`config.mk`:
```
export PLATFORM = sky130hd
export DESIGN_NAME = btn_conditioner
export DESIGN_NICKNAME = d
export VERILOG_FILES = /design/src/rtl/btn_pkg.sv /design/src/rtl/btn_channel.sv /design/src/rtl/btn_conditioner.sv
export SDC_FILE = /design/constraint.sdc
export NUM_CORES = 1
export LEC_CHECK = 0
export CAP_MARGIN = 15
export CORE_ASPECT_RATIO = 1.1
export CORE_MARGIN = 3
export CORE_UTILIZATION = 50
export CTS_BUF_LIST = sky130_fd_sc_hd__clkbuf_8
export CTS_CLUSTER_SIZE = 28
export DETAILED_ROUTE_END_ITERATION = 7
export GPL_ROUTABILITY_DRIVEN = 0
export PLACE_DENSITY = 0.72
export SYNTH_ARGS = -nofsm -noshare
export SYNTH_HDL_FRONTEND = slang
export SYNTH_HIERARCHICAL = 1
export SYNTH_SLANG_ARGS = --single-unit
```
`constraint.sdc`:
```
create_clock -name clk -period 2.78 [get_ports clk]
set_clock_uncertainty 0.15 [all_clocks]
set_input_delay 0.556 -clock clk [delete_from_list [all_inputs] [get_ports clk]]
set_output_delay 0.556 -clock clk [all_outputs]
set_load 0.01 [all_outputs]
```
`src/rtl/btn_pkg.sv`:
```
// Shared constants and types for the push-button conditioning stage.
package btn_pkg;

  localparam int unsigned BTN_JUMP   = 0;
  localparam int unsigned BTN_DOWN   = 1;
  localparam int unsigned BTN_ENABLE = 2;
  localparam int unsigned BTN_RST    = 3;

  localparam int unsigned DEF_NUM_BTN         = 4;
  localparam int unsigned DEF_DEBOUNCE_CYCLES = 500000;    // 10 ms at 50 MHz
  localparam int unsigned DEF_REPEAT_DELAY    = 25000000;  // 500 ms at 50 MHz
  localparam int unsigned DEF_REPEAT_PERIOD   = 5000000;   // 100 ms at 50 MHz
  localparam logic [3:0]  DEF_REPEAT_EN       = 4'b0011;

  typedef enum logic [1:0] {
    IDLE   = 2'd0,
    WAIT   = 2'd1,
    REPEAT = 2'd2
  } rpt_state_t;

endpackage

```
`src/rtl/btn_channel.sv`:
```
// One button: 2-flop synchroniser, debouncer, press/release pulses and auto-repeat FSM.
module btn_channel
  import btn_pkg::*;
#(
  parameter int unsigned DEBOUNCE_CYCLES = DEF_DEBOUNCE_CYCLES,
  parameter int unsigned REPEAT_DELAY    = DEF_REPEAT_DELAY,
  parameter int unsigned REPEAT_PERIOD   = DEF_REPEAT_PERIOD
) (
  input  logic i_clk,
  input  logic i_rst,
  input  logic i_raw,
  input  logic i_repeat_en,
  output logic o_level,
  output logic o_press,
  output logic o_release,
  output logic o_repeat
);

  localparam int unsigned CNT_W  = $clog2(DEBOUNCE_CYCLES);
  localparam int unsigned RMAX   = (REPEAT_DELAY > REPEAT_PERIOD) ? REPEAT_DELAY : REPEAT_PERIOD;
  localparam int unsigned RCNT_W = (RMAX > 1) ? $clog2(RMAX) : 1;

  logic [1:0]        r_sync;
  logic              r_level;
  logic [CNT_W-1:0]  r_cnt;
  logic              r_press;
  logic              r_release;
  logic              r_repeat;
  rpt_state_t        r_state;
  logic [RCNT_W-1:0] r_rcnt;

  logic              w_diff;
  logic              w_flip;
  logic              w_rise;
  logic              w_fall;
  rpt_state_t        w_state_nxt;
  logic [RCNT_W-1:0] w_rcnt_nxt;
  logic              w_repeat_nxt;

  assign w_diff = r_sync[1] ^ r_level;
  assign w_flip = w_diff && (r_cnt == CNT_W'(DEBOUNCE_CYCLES - 1));
  assign w_rise = w_flip & ~r_level;
  assign w_fall = w_flip & r_level;

  always_ff @(posedge i_clk or posedge i_rst) begin
    if (i_rst) begin
      r_sync <= 2'b00;
    end else begin
      r_sync <= {r_sync[0], i_raw};
    end
  end

  // Any cycle where the synchronised input agrees with the level restarts the count.
  always_ff @(posedge i_clk or posedge i_rst) begin
    if (i_rst) begin
      r_cnt     <= '0;
      r_level   <= 1'b0;
      r_press   <= 1'b0;
      r_release <= 1'b0;
    end else begin
      if (!w_diff || w_flip) begin
        r_cnt <= '0;
      end else begin
        r_cnt <= r_cnt + CNT_W'(1);
      end
      if (w_flip) begin
        r_level <= ~r_level;
      end
      r_press   <= w_rise;
      r_release <= w_fall;
    end
  end

  always_ff @(posedge i_clk or posedge i_rst) begin
    if (i_rst) begin
      r_state  <= IDLE;
      r_rcnt   <= '0;
      r_repeat <= 1'b0;
    end else begin
      r_state  <= w_state_nxt;
      r_rcnt   <= w_rcnt_nxt;
      r_repeat <= w_repeat_nxt;
    end
  end

  always_comb begin
    w_state_nxt  = r_state;
    w_rcnt_nxt   = r_rcnt;
    w_repeat_nxt = 1'b0;
    case (r_state)
      IDLE: begin
        if (w_rise && i_repeat_en) begin
          w_state_nxt = WAIT;
          w_rcnt_nxt  = '0;
        end
      end
      WAIT: begin
        if (r_rcnt == RCNT_W'(REPEAT_DELAY - 1)) begin
          w_repeat_nxt = 1'b1;
          w_rcnt_nxt   = '0;
          w_state_nxt  = REPEAT;
        end else begin
          w_rcnt_nxt = r_rcnt + RCNT_W'(1);
        end
      end
      REPEAT: begin
        if (r_rcnt == RCNT_W'(REPEAT_PERIOD - 1)) begin
          w_repeat_nxt = 1'b1;
          w_rcnt_nxt   = '0;
        end else begin
          w_rcnt_nxt = r_rcnt + RCNT_W'(1);
        end
      end
      default: begin
        w_state_nxt = IDLE;
        w_rcnt_nxt  = '0;
      end
    endcase
    // Release wins over a coincident repeat.
    if (w_fall) begin
      w_state_nxt  = IDLE;
      w_rcnt_nxt   = '0;
      w_repeat_nxt = 1'b0;
    end
  end

  assign o_level   = r_level;
  assign o_press   = r_press;
  assign o_release = r_release;
  assign o_repeat  = r_repeat;

endmodule

```
`src/rtl/btn_conditioner.sv`:
```
// Conditions the raw asynchronous button pins into clean levels and pulses for the game core.
module btn_conditioner
  import btn_pkg::*;
#(
  parameter int unsigned         NUM_BTN         = DEF_NUM_BTN,
  parameter int unsigned         DEBOUNCE_CYCLES = DEF_DEBOUNCE_CYCLES,
  parameter logic [NUM_BTN-1:0]  REPEAT_EN       = NUM_BTN'(DEF_REPEAT_EN),
  parameter int unsigned         REPEAT_DELAY    = DEF_REPEAT_DELAY,
  parameter int unsigned         REPEAT_PERIOD   = DEF_REPEAT_PERIOD
) (
  input  logic               clk,
  input  logic               clr,
  input  logic [NUM_BTN-1:0] btn_raw,
  output logic [NUM_BTN-1:0] btn_level,
  output logic [NUM_BTN-1:0] btn_press,
  output logic [NUM_BTN-1:0] btn_release,
  output logic [NUM_BTN-1:0] btn_repeat
);

  logic [NUM_BTN-1:0] w_repeat;

  for (genvar gi = 0; gi < int'(NUM_BTN); gi++) begin : g_ch
    btn_channel #(
      .DEBOUNCE_CYCLES (DEBOUNCE_CYCLES),
      .REPEAT_DELAY    (REPEAT_DELAY),
      .REPEAT_PERIOD   (REPEAT_PERIOD)
    ) u_ch (
      .i_clk       (clk),
      .i_rst       (clr),
      .i_raw       (btn_raw[gi]),
      .i_repeat_en (REPEAT_EN[gi]),
      .o_level     (btn_level[gi]),
      .o_press     (btn_press[gi]),
      .o_release   (btn_release[gi]),
      .o_repeat    (w_repeat[gi])
    );

    // Masked channels are hard-tied low so downstream sees a constant.
    if (REPEAT_EN[gi]) begin : g_rep
      assign btn_repeat[gi] = w_repeat[gi];
    end else begin : g_norep
      assign btn_repeat[gi] = 1'b0;
    end
  end

endmodule
```
* After elaboration in Yosys (flattened, before gate mapping) *
Index checks and enable logic that the tools add are counted.

word-level totals
  bits in registers = 152
  output and inout port bits = 16
  logic and storage cells = 112

operators by class
  add/subtract/negate cells = 6
  eq/ne operators = 18
  multiplexer cells = 30
  bitwise logic cells = 16
  reductions and logical operators = 16

operators by type and width
  operator                                                                  number
  25-bit 2-to-1 mux                                                         8
  25-bit case mux with 3 select lines                                       2
  19-bit by 1-bit adder with 19-bit output (second input constant)          4
  19-bit == test (second input constant)                                    4
  19-bit 2-to-1 mux                                                         4
  25-bit by 1-bit adder with 25-bit output (second input constant)          2
  25-bit by 23-bit == test with 1-bit output (second input constant)        2
  25-bit == test (second input constant)                                    2
  2-bit 2-to-1 mux                                                          6
  3-bit by 1-bit inequality test with 1-bit output (second input constant)  4
  2-bit case mux with 3 select lines                                        2
  1-bit AND                                                                 8
  1-bit 2-to-1 mux                                                          6
  3-bit AND reduction                                                       2
  2-bit by 1-bit == test with 1-bit output (second input constant)          2
  2-bit == test (second input constant)                                     2
  1-bit logical AND                                                         4
  1-bit zero test                                                           4
  2-bit zero test                                                           2
  1-bit logical OR                                                          4
  2-bit by 1-bit inequality test with 1-bit output (second input constant)  2
  1-bit inverter                                                            4
  1-bit case mux with 2 select lines                                        2
  1-bit bitwise XOR                                                         4

* Longest topological paths before layout *
  depth in word-level cells = 6
  mapped depth = 10
  gate-level depth less buffers = 7

* By module *
The synthesis kept the hierarchy.

modules (own cells, without submodules)
  module                           times used  cells each  area an instance (um^2)
  btn_channel at g_ch[1].u_ch ...  3           308         2801.4
  btn_channel at g_ch[0].u_ch      1           304         2793.9
  btn_conditioner                  1           6           37.5

* Worst setup path after synthesis *
No wires, ideal clock.

  kind = register to register
  from = reg g_ch[1].u_ch.r_rcnt[0]
  to = reg g_ch[1].u_ch.r_rcnt[14]
  setup time = 129 ps
  arrival time = 2099 ps
  path slack = 403 ps
  cell stages (with the launch flop) = 11
  clock period less this slack = 2377 ps
  cell sequence = dfrtp_1 ha_1 and4_1 buf_4 nand4_2 o41a_1 o21a_1 buf_6 buf_6 o211ai_1 nand3_1

on the way
  longest elaborated chain between the ends = 4

ends and longest elaborated chain
  element                                                                 RTL line                                text
  start: declaration                                                      btn_channel.sv:30                       logic [RCNT_W-1:0] r_rcnt;
  start signal: assignment                                                btn_channel.sv:81                       r_rcnt <= w_rcnt_nxt;
  25-bit by 1-bit adder with 25-bit output, or another cell as far along  btn_channel.sv:103, btn_channel.sv:111
  25-bit 2-to-1 mux, on equally long branches                             btn_channel.sv:107, btn_channel.sv:98
  25-bit case mux with 3 select lines (*)                                 btn_channel.sv:90                       case (r_state)
  25-bit 2-to-1 mux (*)                                                   btn_channel.sv:120                      if (w_fall) begin

Mark *: on every way between the ends. The rest lies on a longest branch, timed or not.
A chain may end at the register's enable or synchronous reset.

* Final worst setup path *
  from = reg g_ch[1].u_ch.r_cnt[0]
  to = reg g_ch[1].u_ch.r_rcnt[5]

on the way
  longest elaborated chain between the ends = 4

ends and longest elaborated chain
  element                                                                                          RTL line                              text
  start: declaration                                                                               btn_channel.sv:25                     logic [CNT_W-1:0] r_cnt;
  start signal: assignment                                                                         btn_channel.sv:64                     r_cnt <= r_cnt + CNT_W'(1);
  19-bit == test (*)                                                                               btn_channel.sv:41                     assign w_flip = w_diff && (r_cnt == CNT_W'(DEBOUNCE_CYCLES - 1));
  1-bit logical AND (*)                                                                            btn_channel.sv:41
  1-bit AND, on equally long branches                                                              btn_channel.sv:43, btn_channel.sv:42
  3-bit by 1-bit inequality test with 1-bit output (no line) or 25-bit 2-to-1 mux (tied branches)  -

Marks and branches as above.

==> results.ini <==
[sta]
finalSetupTns_ns=0
setup_ws_ns=0.248
setup_violations=0
fmax_ghz=0.395
max-slew-margin-rel=0.460
worst_pin_slew_ns=0.811
post-route-min-period_ns=2.53
rsz0062_at_grt=false
slew_violations=0
fin_crit_sh=0.911
finalHoldViolCount=0

[critical_path]
cp_max_fo=23
worstPathCellList=ha_1 > nand4_1 > or2_1 > o31ai_2 > o211ai_2 > buf_12 > or4_1 > o211ai_1
rr_endpoint=g_ch[1].u_ch/r_rcnt[5]$_DFFE_PP0P_
criticalPathCategory=register to register
crit-reg2reg-launch=g_ch[1].u_ch/r_cnt[0]$_DFF_PP0_
cp_slowest_cell=or4_1
crit_arrival_ns=2.75
reg2regPathDepth=8
cpPeakStageDelay_ns=0.47
startpoint_type=register
endpoint_kind=register
ff2ff_setup_slack_ns=0.25
cp.required_ns=3.00

[floorplan]
dieArea_sq_um=17100
io_pins=22
die_h_microns=137
start_util=0.514
fp-row-count=47
die_w_microns=125
core-area_sq_um=15100

[global_routing]
grtUsageTotal=0.185
grt_max_degree=53
grt_pass1_vias=5874
grt_antenna_before_repair=0
grt_pass1_wl_microns=26400
grt_overflow=0

[placed_design]
io_buffers=19
dpl.hpwl_microns=9900
place_ws_ns=0.137
placed_area_sq_um=8280

[clock_tree]
cts_htree_levels=4
clk_latency_ns=0.45
clockBufferDepth=2
cts_root_buf=clkbuf_8
clock_sinks=152
clkSlewWorstSetupHoldPaths_ns=0.08
cts_tree=built
numCtsBuffers=17

[status]
status=completed

[layout]
diodes=0
area_growth_pct=11.9
finalInstanceArea_sq_um=8690
final_layout_size_suffix_gt1_frac=0.0863
final.fill_count=1345
nNetsFinal=888

[route]
wl_per_cell_microns=13.7
vias=5980
firstDrtPassIters=5
drc=0
antenna_left=0
drt_iter0_drc=430
viasPerCell=5.55
wirelength_microns=14800

[synth]
syn_area_per_cell_sq_um=9.36
synthCells=830
netlist_area_sq_um=7770
yosysWarnings=6

[hold_path]
whs_path_depth=0
hold-path-endpoint=g_ch[1].u_ch/r_sync[1]$_DFF_PP0_
hold_class=register to register
hold_start=g_ch[1].u_ch/r_sync[0]$_DFF_PP0_

[power_and_ir_drop]
ir_worst_vdd_uv=258
leakage_uw=0.00371
powerDensity_nw_per_um2=469

[run]
cap_viol_max_count=0

critical path: cells and delay by family, from the launching register on:
kind                     cells  cell delay [ns]
AO/OA/AOI/OAI                3             0.56
buffers and inverters        1             0.19
flip-flops                   1             0.39
AND/OR/NAND/NOR              3             0.93
adder cells (fa/ha/maj)      1             0.22
per-stage QoR:
stage	hold slack [ns]	power, uW	util	cells
after floorplan	0.181	2370	-	832
after global placement	0.182	2410	0.548	1045
after detailed placement	0.186	2410	0.548	1045
after CTS	0.207	4160	0.575	1077
after global routing	0.215	4280	0.575	1077
final	0.203	4080	0.575	1077
routing by layer:
metal  vias to the layer above  global-route usage  wire [microns]
li1                       3008                   -               -
met1                      2879               0.237            6950
met2                        77               0.314            7250
met3                        16              0.0410             365
met4                         0              0.0651             197
met5                         -                   0               0
power breakdown:
group | total [uW] | internal, uW | leakage (uW) | switching (uW)
Sequential | 2250 | 2230 | 0.00190 | 17.0
Clock | 1720 | 903 | 0.000211 | 815
Combinational | 115 | 35.4 | 0.00160 | 80.0
how the worst max path moves through the flow:
stage | startpoint | to | cells after the start
finish | g_ch[1].u_ch/r_cnt[0]$_DFF_PP0_ | g_ch[1].u_ch/r_rcnt[5]$_DFFE_PP0P_ | 8
global route | g_ch[1].u_ch/r_cnt[0]$_DFF_PP0_ | g_ch[1].u_ch/r_rcnt[5]$_DFFE_PP0P_ | 8
CTS | g_ch[1].u_ch/r_rcnt[10]$_DFFE_PP0P_ | g_ch[1].u_ch/r_rcnt[10]$_DFFE_PP0P_ | 6
detailed placement | g_ch[1].u_ch/r_rcnt[10]$_DFFE_PP0P_ | g_ch[1].u_ch/r_rcnt[10]$_DFFE_PP0P_ | 6
global placement | g_ch[1].u_ch/r_rcnt[10]$_DFFE_PP0P_ | g_ch[1].u_ch/r_rcnt[6]$_DFFE_PP0P_ | 6
floorplan | g_ch[1].u_ch/r_rcnt[0]$_DFFE_PP0P_ | g_ch[1].u_ch/r_rcnt[14]$_DFFE_PP0P_ | 10
sequential cells by signal, indices dropped and copies added, names as in the netlist:
signal	flops
g_ch.u_ch/r_state	4
g_ch.u_ch/r_cnt	76
g_ch.u_ch/o_repeat	2
g_ch.u_ch/r_sync	8
g_ch.u_ch/o_release	4
g_ch.u_ch/o_level	4
g_ch.u_ch/o_press	4
g_ch.u_ch/r_rcnt	50
repair_timing:
item	4_1_cts	5_1_grt
endpoints found under the hold margin	0	0
hold buffers	0	0
buffers inserted	0	0
setup endpoints to repair	0	13
gates resized for setup	0	2
area by class of cell:
type / count / area, sq um / share of cell area
timing repair buffer: 43 / 408 / 0.0469
inverter: 30 / 113 / 0.0130
sequential: 152 / 3800 / 0.437
tap: 196 / 245 / 0.0282
clock inverter: 14 / 159 / 0.0183
multi-input combinational: 624 / 3720 / 0.428
clock buffer: 18 / 248 / 0.0285
cells in the final DEF (no fill, tap or decap), types with 4 or more instances in the layout:
cell type / instances
o21ai_1: 6
dfrtp_1: 152
nand4_1: 23
nor2_1: 100
xnor2_1: 29
nand3_1: 88
or3_1: 24
and4_1: 8
o31a_1: 4
or4_1: 5
clkdlybuf4s50_1: 19
o311ai_0: 17
a21oi_1: 20
nor4_1: 7
mux2_2: 4
or2_2: 5
ha_1: 14
o21ai_0: 24
nor2b_1: 16
xor2_1: 33
conb_1: 4
nor4b_1: 4
and3_1: 34
nand2_1: 97
inv_1: 32
buf_4: 21
nor3_1: 13
clkbuf_8: 18
Note: power is estimated with default switching activity, not from simulation.
